===== config.mk =====
export PLATFORM = sky130hd
export DESIGN_NAME = clk_div_multi
export DESIGN_NICKNAME = d
export VERILOG_FILES = /design/src/rtl/clk_div_multi.sv
export SDC_FILE = /design/constraint.sdc
export NUM_CORES = 1
export LEC_CHECK = 0
export ABC_CLOCK_PERIOD_IN_PS = 5500
export BUFFER_PORTS_ARGS = -buffer_cell sky130_fd_sc_hd__buf_2
export CORE_MARGIN = 2
export CORE_UTILIZATION = 30
export DETAILED_ROUTE_END_ITERATION = 8
export GPL_TIMING_DRIVEN = 0
export PLACE_DENSITY_LB_ADDON = 0.08
export SYNTH_ARGS = -nofsm -noshare
export SYNTH_HDL_FRONTEND = slang
export SYNTH_SLANG_ARGS = --single-unit

===== constraint.sdc =====
create_clock -name clkin1 -period 5.5 [get_ports clkin1]
set_clock_uncertainty 0.2 [all_clocks]
set_input_delay 1.375 -clock clkin1 [delete_from_list [all_inputs] [get_ports clkin1]]
set_output_delay 1.375 -clock clkin1 [all_outputs]
set_load 0.02 [all_outputs]

===== src/rtl/clk_div_multi.sv =====
// Multi-channel runtime-programmable clock divider, glitch-free ratio updates.
// Optional CLK_DIV_MULTI_SYNC_EN adds a sync input for phase alignment.
module clk_div_multi #(
  parameter int NUM_CH      = 4,
  parameter int DIV_W       = 8,
  parameter int DEFAULT_DIV = 60,
  parameter int LOCK_CYCLES = 16,
  localparam int CH_W = (NUM_CH > 1) ? $clog2(NUM_CH) : 1
) (
  input  logic              clkin1,
  input  logic              rst,
  input  logic              cfg_valid,
  output logic              cfg_ready,
  input  logic [CH_W-1:0]   cfg_ch,
  input  logic [DIV_W-1:0]  cfg_div,
  input  logic [NUM_CH-1:0] ch_en,
`ifdef CLK_DIV_MULTI_SYNC_EN
  input  logic              sync,
`endif
  output logic [NUM_CH-1:0] clk_out,
  output logic [NUM_CH-1:0] tick,
  output logic              cfg_err,
  output logic              locked
);
  localparam int HW = DIV_W + 1;
  localparam logic [15:0] LK_LAST = 16'(LOCK_CYCLES - 1);
  localparam logic [DIV_W-1:0] DIV_RST = DIV_W'(DEFAULT_DIV);
  localparam logic [DIV_W-1:0] DIV_MIN = DIV_W'(2);
  localparam logic [DIV_W-1:0] ONE = DIV_W'(1);

  logic [15:0]       lock_cnt;
  logic [DIV_W-1:0]  div_q  [NUM_CH];
  logic [DIV_W-1:0]  pdiv_q [NUM_CH];
  logic [DIV_W-1:0]  cnt_q  [NUM_CH];
  logic [HW-1:0]     half   [NUM_CH];
  logic [NUM_CH-1:0] pend_q;
  logic [NUM_CH-1:0] sel;
  logic [NUM_CH-1:0] run;
  logic [NUM_CH-1:0] wrap;
  logic [NUM_CH-1:0] apply;
  logic [NUM_CH-1:0] xfer_ch;
  logic              xfer;
  logic              sync_go;
  logic [DIV_W-1:0]  wr_div;

`ifdef CLK_DIV_MULTI_SYNC_EN
  assign sync_go = locked & sync;
`else
  assign sync_go = 1'b0;
`endif

  // channel select is one-hot; out-of-range channels are never ready
  always_comb begin
    sel = '0;
    for (int i = 0; i < NUM_CH; i++)
      sel[i] = (cfg_ch == CH_W'(i));
  end

  assign cfg_ready = locked & (|sel) & ~(|(sel & pend_q));
  assign xfer      = cfg_valid & cfg_ready;
  assign xfer_ch   = sel & {NUM_CH{xfer}};
  assign wr_div    = (cfg_div < DIV_MIN) ? DIV_MIN : cfg_div;

  always_comb begin
    run   = '0;
    wrap  = '0;
    apply = '0;
    for (int i = 0; i < NUM_CH; i++) begin
      half[i]  = ({1'b0, div_q[i]} + HW'(1)) >> 1;
      run[i]   = locked & ch_en[i];
      wrap[i]  = run[i] & (cnt_q[i] == div_q[i] - ONE);
      apply[i] = pend_q[i] & (~run[i] | wrap[i] | sync_go);
    end
  end

  always_ff @(posedge clkin1 or posedge rst) begin
    if (rst) begin
      lock_cnt <= '0;
      locked   <= 1'b0;
      cfg_err  <= 1'b0;
      pend_q   <= '0;
      clk_out  <= '0;
      tick     <= '0;
      for (int i = 0; i < NUM_CH; i++) begin
        div_q[i]  <= DIV_RST;
        pdiv_q[i] <= DIV_RST;
        cnt_q[i]  <= '0;
      end
    end else begin
      if (!locked) begin
        if (lock_cnt == LK_LAST)
          locked <= 1'b1;
        else
          lock_cnt <= lock_cnt + 16'd1;
      end
      if (xfer && (cfg_div < DIV_MIN))
        cfg_err <= 1'b1;
      for (int i = 0; i < NUM_CH; i++) begin
        if (run[i]) begin
          tick[i]    <= (cnt_q[i] == '0);
          clk_out[i] <= ({1'b0, cnt_q[i]} < half[i]);
          cnt_q[i]   <= (wrap[i] | sync_go) ? '0 : cnt_q[i] + ONE;
        end else begin
          tick[i]    <= 1'b0;
          clk_out[i] <= 1'b0;
          cnt_q[i]   <= '0;
        end
        // new ratio takes effect only at a period boundary
        if (apply[i])
          div_q[i] <= pdiv_q[i];
        if (xfer_ch[i])
          pdiv_q[i] <= wr_div;
        pend_q[i] <= xfer_ch[i] | (pend_q[i] & ~apply[i]);
      end
    end
  end

endmodule


==> results_dict.tcl, run 1 <==
set metrics [dict create \
    critical_path_required_ns 3.92 \
    cts_max_level 4 \
    layout-area-overhead-vs-synth_pct 16.0 \
    place.gp.congestion 0.763 \
    portBuffers 27 \
    synth-xor-area-share_pct 12.3 \
    tightestPinTransition_ns 0.975 \
    cts_buffer_depth 2 \
    synthesized_area_fraction_occupied_by_ao_oa_aoi_and_oai_cells_pct 8.16 \
    n_antenna_cell 0 \
    seq_area_frac_synth_pct 43.6 \
    power_density_nw_per_um2 454 \
    power_leakage_nw 3.68 \
    post_dr_wirelength_cell_um 15.2 \
    detailedPlacementHpwl_mm 11.8 \
    finalNonFillerCells 1083 \
    synthDominantCellAreaShare_pct 32.1 \
    finalSetupViolCount 0 \
    grt_max_degree 73 \
    period_needed_ns 3.93 \
    maxCapViolations 0 \
    mean_post_synth_cell_area_um2 10.5 \
    grt_pass1_vias 5342 \
    relSlewSlack_pct 34.9 \
    grt_overflow 0 \
    post_detailed_route_drc_marker_count 0 \
    clock_tree_from_tritoncts "yes" \
    dp_cells 1051 \
    net-switching-power_mw 1.32 \
    synth_top_family_by_area "simple AND/OR/NAND/NOR gates" \
    nFillCells 2468 \
    dieArea_um2 25700 \
    globalRouteTotalUtil_pct 13.8 \
    timing.final.crit_share_pct 71.5 \
    final_max_tran_viols 0 \
    critPathMaxFanout 5 \
    run_status "complete, no violations" \
    grt_setup_unrepaired "false" \
    hold-path-cell-count 1 \
    cts-buffers-inserted 17 \
    r2r_cells 9 \
    worst_hold_path_type "reg2reg" \
    avgViaCountPerCell 4.74 \
    syn-cell-area_um2 7320 \
    vdd_ir_drop_max_uv 161 \
    placed_instance_area_um2 7890 \
    floorplan.initialDensity_pct 30.4 \
    setup.worst_path.class "in2out" \
    drt_wl_total_mm 16.5 \
    synth_top_cells_by_area "sky130_fd_sc_hd__dfrtp_1 32%, sky130_fd_sc_hd__dfstp_2 11%, sky130_fd_sc_hd__mux2_2 7.8%, sky130_fd_sc_hd__ha_1 7.7%, sky130_fd_sc_hd__xor2_1 7.1%" \
    yosys-mux-area-fraction_pct 8.57 \
    area_of_combinational_cells_with_multiple_inputs_um2 3880 \
    seq_power_share_pct 35.0 \
    synth_async_sr_flop_share_pct 100 \
    worst-endpoint-arrival_ns 2.35 \
    critical_path.startpoint_type "input port" \
    grt_first_pass_wirelength_mm 28.2 \
    synth_enable_flop_cells 0 \
    hold_viol 0 \
    worst_setup_path_end_kind "primary output" \
    achievable-frequency_mhz 254 \
    dr.pass1.iters 4 \
    drtAntennaViolNets 0 \
    numClockSinks 126 \
    clk_pin_slew_worst_paths_ns 0.06 \
    fp.coreArea_um2 24100 \
    ys_types 55 \
    fraction_of_layout_cells_with_a_size_suffix_above_1_pct 21.3 \
    post_cts_resized 0 \
    yosys_warnings 0 \
    standard_cell_row_count 57 \
    postCtsSetupRepairBufs 0 \
    clk_latency_ns 0.41 \
    setup_slack_reg_to_reg_ns 2.22 \
    design.portCount 28 \
    synth_top_flop_cell "sky130_fd_sc_hd__dfrtp_1" \
    drtIter0Drc 223 \
    yosys.area_share.adder_pct 7.69 \
    vias_after_detailed_routing 5137 \
    chipWidth_um 160 \
    share_clk_of_total_power_pct 29.7 \
    mappedNetlistNets 761 \
    final_net_count 808 \
    combPwrFrac_pct 35.3 \
    final_core_util_pct 35.2 \
    die_h_um 160 \
    sequential_cell_area_um2 3190 \
    power_report.internal_total_mw 2.53 \
    synth_simple_gate_area_share_pct 16.2 \
    final_area_um2 8490 \
    syn-instance-count 699 \
    cts_root_buf "sky130_fd_sc_hd__clkbuf_16" \
    cts_hold_buffers 0 \
    synthDominantAreaCellType "sky130_fd_sc_hd__dfrtp_1" \
    power.switching_fraction_pct 34.4 \
    number_of_antenna_violations_at_the_first_check_in_global_routing 0 \
    ys_ff_latch 126 \
]
[cells in the final DEF, fill, tap and decap left out, drive strengths merged, types with 7 or more instances in the layout]
cell type  netlist  routed
nand3           44      44
nand2           40      40
nand4            9       9
dfstp           32      32
mux2            53      53
and3            13      13
dfrtp           94      94
nor3            15      15
clkbuf          31      48
nand2b          12      12
nor4             9       9
ha              45      45
or4              7       7
nor2            59      59
clkinv           0       7
a21o            11      11
xor2            59      59
o21ai           16      16
inv             28      29
buf              3      31
xnor2           42      42
[power groups by stage]
stage	Combinational [mW]	Clock (mW)	Sequential, mW
3_5_place_dp	1.37	0	1.37
5_1_grt	1.54	1.23	1.38
6_report	1.36	1.14	1.35
4_1_cts	1.38	1.18	1.35
2_1_floorplan	1.09	0	1.33
3_3_place_gp	1.33	0	1.36
[registers in the layout, summed over array words and instances (netlist names)]
name      flops
lock_cnt     16
clk_out       4
cfg_err       1
tick          4
pend_q        4
cnt_q        32
div_q        32
pdiv_q       32
locked        1
[kinds of logic (layout without fill, tap and decap cells)]
family | Yosys count | after routing
and+or+nand+nor | 232 | 232
DFF | 126 | 126
xor gates and xnor gates | 101 | 101
AOI/OAI and AO/OA | 79 | 79
buffers and inverters | 62 | 122
muxes | 54 | 54
adders and majority gates | 45 | 45
[Yosys cell counts, types with 5 or more instances]
| master | n |
|---|---|
| sky130_fd_sc_hd__a2111oi_0 | 6 |
| sky130_fd_sc_hd__a21o_1 | 11 |
| sky130_fd_sc_hd__a21oi_1 | 6 |
| sky130_fd_sc_hd__a32o_1 | 6 |
| sky130_fd_sc_hd__and3_1 | 11 |
| sky130_fd_sc_hd__clkbuf_1 | 31 |
| sky130_fd_sc_hd__dfrtp_1 | 94 |
| sky130_fd_sc_hd__dfstp_2 | 32 |
| sky130_fd_sc_hd__ha_1 | 45 |
| sky130_fd_sc_hd__inv_1 | 28 |
| sky130_fd_sc_hd__mux2_2 | 51 |
| sky130_fd_sc_hd__nand2_1 | 40 |
| sky130_fd_sc_hd__nand2b_1 | 11 |
| sky130_fd_sc_hd__nand3_1 | 44 |
| sky130_fd_sc_hd__nand3b_1 | 6 |
| sky130_fd_sc_hd__nand4_1 | 9 |
| sky130_fd_sc_hd__nor2_1 | 59 |
| sky130_fd_sc_hd__nor3_1 | 15 |
| sky130_fd_sc_hd__nor3b_1 | 5 |
| sky130_fd_sc_hd__nor4_1 | 9 |
| sky130_fd_sc_hd__o21ai_0 | 13 |
| sky130_fd_sc_hd__o21bai_1 | 6 |
| sky130_fd_sc_hd__or4_1 | 5 |
| sky130_fd_sc_hd__xnor2_1 | 41 |
| sky130_fd_sc_hd__xor2_1 | 59 |
[per-stage QoR]
step / setup TNS [ns] / power, mW / setup WS, ns / hold WS [ns]
after floorplan: 0 / 2.42 / 0.622 / 0.246
after global placement: -93.12 / 2.69 / -1.01 / 0.252
after detailed placement: 0 / 2.73 / 1.56 / 0.249
after CTS: 0 / 3.91 / 1.56 / 0.263
after global routing: 0 / 4.15 / 1.52 / 0.292
final: 0 / 3.85 / 1.57 / 0.262
[path summary, 6_finish.rpt]
| kind | start | end |
|---|---|---|
| min in group asynchronous | rst | tick[0]$_DFF_PP0_ |
| max | cfg_ch[0] | cfg_ready |
| max reg2reg | div_q[8]$_DFFE_PP0P_ | div_q[11]$_DFFE_PP1P_ |
| min reg2reg | cfg_err$_DFFE_PP0P_ | cfg_err$_DFFE_PP0P_ |
| max in group asynchronous | rst | pdiv_q[5]$_DFFE_PP1P_ |
| min | cfg_err$_DFFE_PP0P_ | cfg_err$_DFFE_PP0P_ |
[critical path: stages]
cell,delay (ns)
sky130_fd_sc_hd__buf_2,0.12
sky130_fd_sc_hd__mux4_2,0.48
sky130_fd_sc_hd__and2_1,0.21
sky130_fd_sc_hd__buf_2,0.17
[per-layer routing]
metal  vias up  share of wire, %  global-route usage (%)
li1       2547                 -                       -
met1      2524                47                    17.7
met2        48                49                    23.1
met3        18               2.3                    3.25
met4         0               1.8                    4.30
met5         -                 0                       0
[cell type report]
cell class,instances,share of cell area (%)
repair buffers,28,1.92
clock inverters,15,2.02
inverters,28,1.30
clock buffers,17,5.01
plain buffers,34,1.70
well taps,324,4.78
flip-flops and latches,126,37.6
multi-input cells,511,45.7
Note: power is estimated with default switching activity, not from simulation.
==> run 2: changes to the inputs <==
--- a/config.mk
+++ b/config.mk
@@ -5,7 +5,7 @@
 export SDC_FILE = /design/constraint.sdc
 export NUM_CORES = 1
 export LEC_CHECK = 0
-export ABC_CLOCK_PERIOD_IN_PS = 5500
+export ABC_CLOCK_PERIOD_IN_PS = 3460
 export BUFFER_PORTS_ARGS = -buffer_cell sky130_fd_sc_hd__buf_2
 export CORE_MARGIN = 2
 export CORE_UTILIZATION = 30
==> constraint.sdc (replaced) <==
create_clock -name clkin1 -period 3.46 [get_ports clkin1]
set_clock_uncertainty 0.2 [all_clocks]
set_input_delay 0.865 -clock clkin1 [delete_from_list [all_inputs] [get_ports clkin1]]
set_output_delay 0.865 -clock clkin1 [all_outputs]
set_load 0.02 [all_outputs]
==> run 2 against run 1 <==
Effect of this change: count of clock-buffer cells in the layout up 1; sequential share of layout area is 0.60 points lower; clock power is 87% higher; total power rose by 67%; combinational power grew 58%; first-iteration DRC count decreased by 17%; sequential cell count is the same; global-route usage is essentially flat; critical path depth grew 5; cell area up 1.6%; largest cell class unchanged.
==> results_dict.tcl, run 2 (synthesized netlist as in run 1, its figures left out) <==
set metrics [dict create \
    run_status "complete, no violations" \
    net-switching-power_mw 2.09 \
    layout-area-overhead-vs-synth_pct 17.9 \
    clk_pin_slew_worst_paths_ns 0.06 \
    biggest_registers_after_layout "cnt_q: 32 flops, div_q: 32 flops, pdiv_q: 32 flops" \
    globalRouteTotalUtil_pct 13.8 \
    standard_cell_row_count 57 \
    setup.worst_path.class "reg2reg" \
    timing.final.crit_share_pct 93.3 \
    post_detailed_route_drc_marker_count 0 \
    dieArea_um2 25700 \
    portBuffers 27 \
    fp.coreArea_um2 24100 \
    power_density_nw_per_um2 745 \
    place.gp.congestion 0.777 \
    post_dr_wirelength_cell_um 15.0 \
    cts_hold_buffers 0 \
    share_clk_of_total_power_pct 33.1 \
    cts_buffer_depth 2 \
    grt_overflow 0 \
    numClockSinks 126 \
    power_report.internal_total_mw 4.33 \
    avgViaCountPerCell 4.76 \
    period_needed_ns 3.23 \
    design.portCount 28 \
    crit_path_cell_trace "inv_1 > ha_1 > or3b_1 > nor4_1 > o2111ai_1 > o41ai_4 > and2_1 > buf_6 > mux2_4" \
    cts_max_level 4 \
    timing.rr.start "div_q[8]$_DFFE_PP0P_" \
    final_max_tran_viols 0 \
    clk_latency_ns 0.42 \
    hold_viol 0 \
    detailedPlacementHpwl_mm 11.9 \
    postCtsSetupRepairBufs 0 \
    worst_hold_path_type "reg2reg" \
    worst_setup_path_end_kind "register" \
    clock_tree_from_tritoncts "yes" \
    setup.worst_path.start "div_q[8]$_DFFE_PP0P_" \
    power_leakage_nw 3.73 \
    critical_path.startpoint_type "register" \
    fraction_of_layout_cells_with_a_size_suffix_above_1_pct 21.6 \
    n_antenna_cell 0 \
    relSlewSlack_pct 34.0 \
    final_net_count 810 \
    drtIter0Drc 186 \
    critPathMaxFanout 10 \
    seq_power_share_pct 33.4 \
    die_h_um 160 \
    totalNegativeSetupSlack_ns 0 \
    grt_first_pass_wirelength_mm 28.2 \
    tightestPinTransition_ns 0.988 \
    commonest_non_fill_non_tap_cell_in_the_layout "sky130_fd_sc_hd__dfrtp_1" \
    achievable-frequency_mhz 310 \
    grt_pass1_vias 5318 \
    worst-endpoint-arrival_ns 3.39 \
    floorplan.initialDensity_pct 30.4 \
    vias_after_detailed_routing 5170 \
    vdd_ir_drop_max_uv 258 \
    cts-buffers-inserted 17 \
    chipWidth_um 160 \
    hold_start "cfg_err$_DFFE_PP0P_" \
    number_of_antenna_violations_at_the_first_check_in_global_routing 0 \
    drtAntennaViolNets 0 \
    critical-path-slowest-cell "sky130_fd_sc_hd__o41ai_4" \
    nFillCells 2470 \
    critical_path_required_ns 3.62 \
    finalHoldWorstSlack_ns 0.264 \
    grt_max_degree 43 \
    finalSetupViolCount 0 \
    dr.pass1.iters 4 \
    post_cts_resized 0 \
    power.switching_fraction_pct 32.5 \
    drt_wl_total_mm 16.3 \
    combPwrFrac_pct 33.5 \
    biggest_cell_delay_along_the_critical_path_ns 0.66 \
    maxCapViolations 0 \
    final_cell_mix "94 x sky130_fd_sc_hd__dfrtp_1, 59 x sky130_fd_sc_hd__nor2_1, 59 x sky130_fd_sc_hd__xor2_1, 51 x sky130_fd_sc_hd__mux2_2, 45 x sky130_fd_sc_hd__ha_1" \
    grt_setup_unrepaired "false" \
    cts_root_buf "sky130_fd_sc_hd__clkbuf_16" \
]
==> run 2: path summary, 6_finish.rpt <==
kind	to	slack (ns)	cells past startpoint
max	div_q[11]$_DFFE_PP1P_	0.23	9
min	cfg_err$_DFFE_PP0P_	0.26	1
max reg2reg	div_q[11]$_DFFE_PP1P_	0.23	9
min reg2reg	cfg_err$_DFFE_PP0P_	0.26	1
max in group asynchronous	div_q[3]$_DFFE_PP1P_	1.68	5
min in group asynchronous	cnt_q[23]$_DFF_PP0_	0.27	2
==> run 2: critical path, delay by kind of cell, from the launching register on <==
family	cells	cell delay [ns]
adder cells (fa/ha/maj)	1	0.21
multiplexers	1	0.30
buffers and inverters	2	0.23
flip-flops	1	0.47
AND/OR/NAND/NOR	3	0.85
AO/OA/AOI/OAI	2	0.89
==> run 2: power groups by stage <==
stage	registers, mW	logic [mW]	clock network (mW)
after global placement	2.16	2.12	0
after floorplan	2.12	1.73	0
final	2.14	2.15	2.13
after global routing	2.20	2.44	2.26
after detailed placement	2.17	2.16	0
after CTS	2.15	2.18	2.18
==> run 2: area by class of cell <==
class                           instances  area [um2]  share of cell area (%)
Multi-Input combinational cell        511        3880                    44.9
Sequential cell                       126        3190                    37.0
Clock buffer                           18         439                    5.09
Tap cell                              324         405                    4.70
Clock inverter                         14         264                    3.06
Timing Repair Buffer                   30         195                    2.26
Buffer                                 34         144                    1.67
Inverter                               28         109                    1.26
==> run 2: stage by stage <==
stage | instance area (um2) | worst slack, ns | std cells | total power [mW] | util, %
after global placement | 7860 | -0.0279 | 1050 | 4.28 | 32.6
after global routing | 8630 | 0.0200 | 1085 | 6.90 | 35.8
final | 8630 | 0.230 | 1085 | 6.42 | 35.8
after CTS | 8630 | 0.175 | 1085 | 6.51 | 35.8
after floorplan | 7320 | 0.576 | 699 | 3.85 | -
after detailed placement | 7920 | 0.183 | 1053 | 4.33 | 32.9
==> run 2: routing by layer <==
layer | routed length, um | GRT usage, % | vias up
met2 | 7850 | 23.1 | 45
met1 | 7810 | 17.9 | 2558
met3 | 358 | 2.86 | 16
met5 | 0 | 0 | -
li1 | - | - | 2551
met4 | 266 | 4.26 | 0
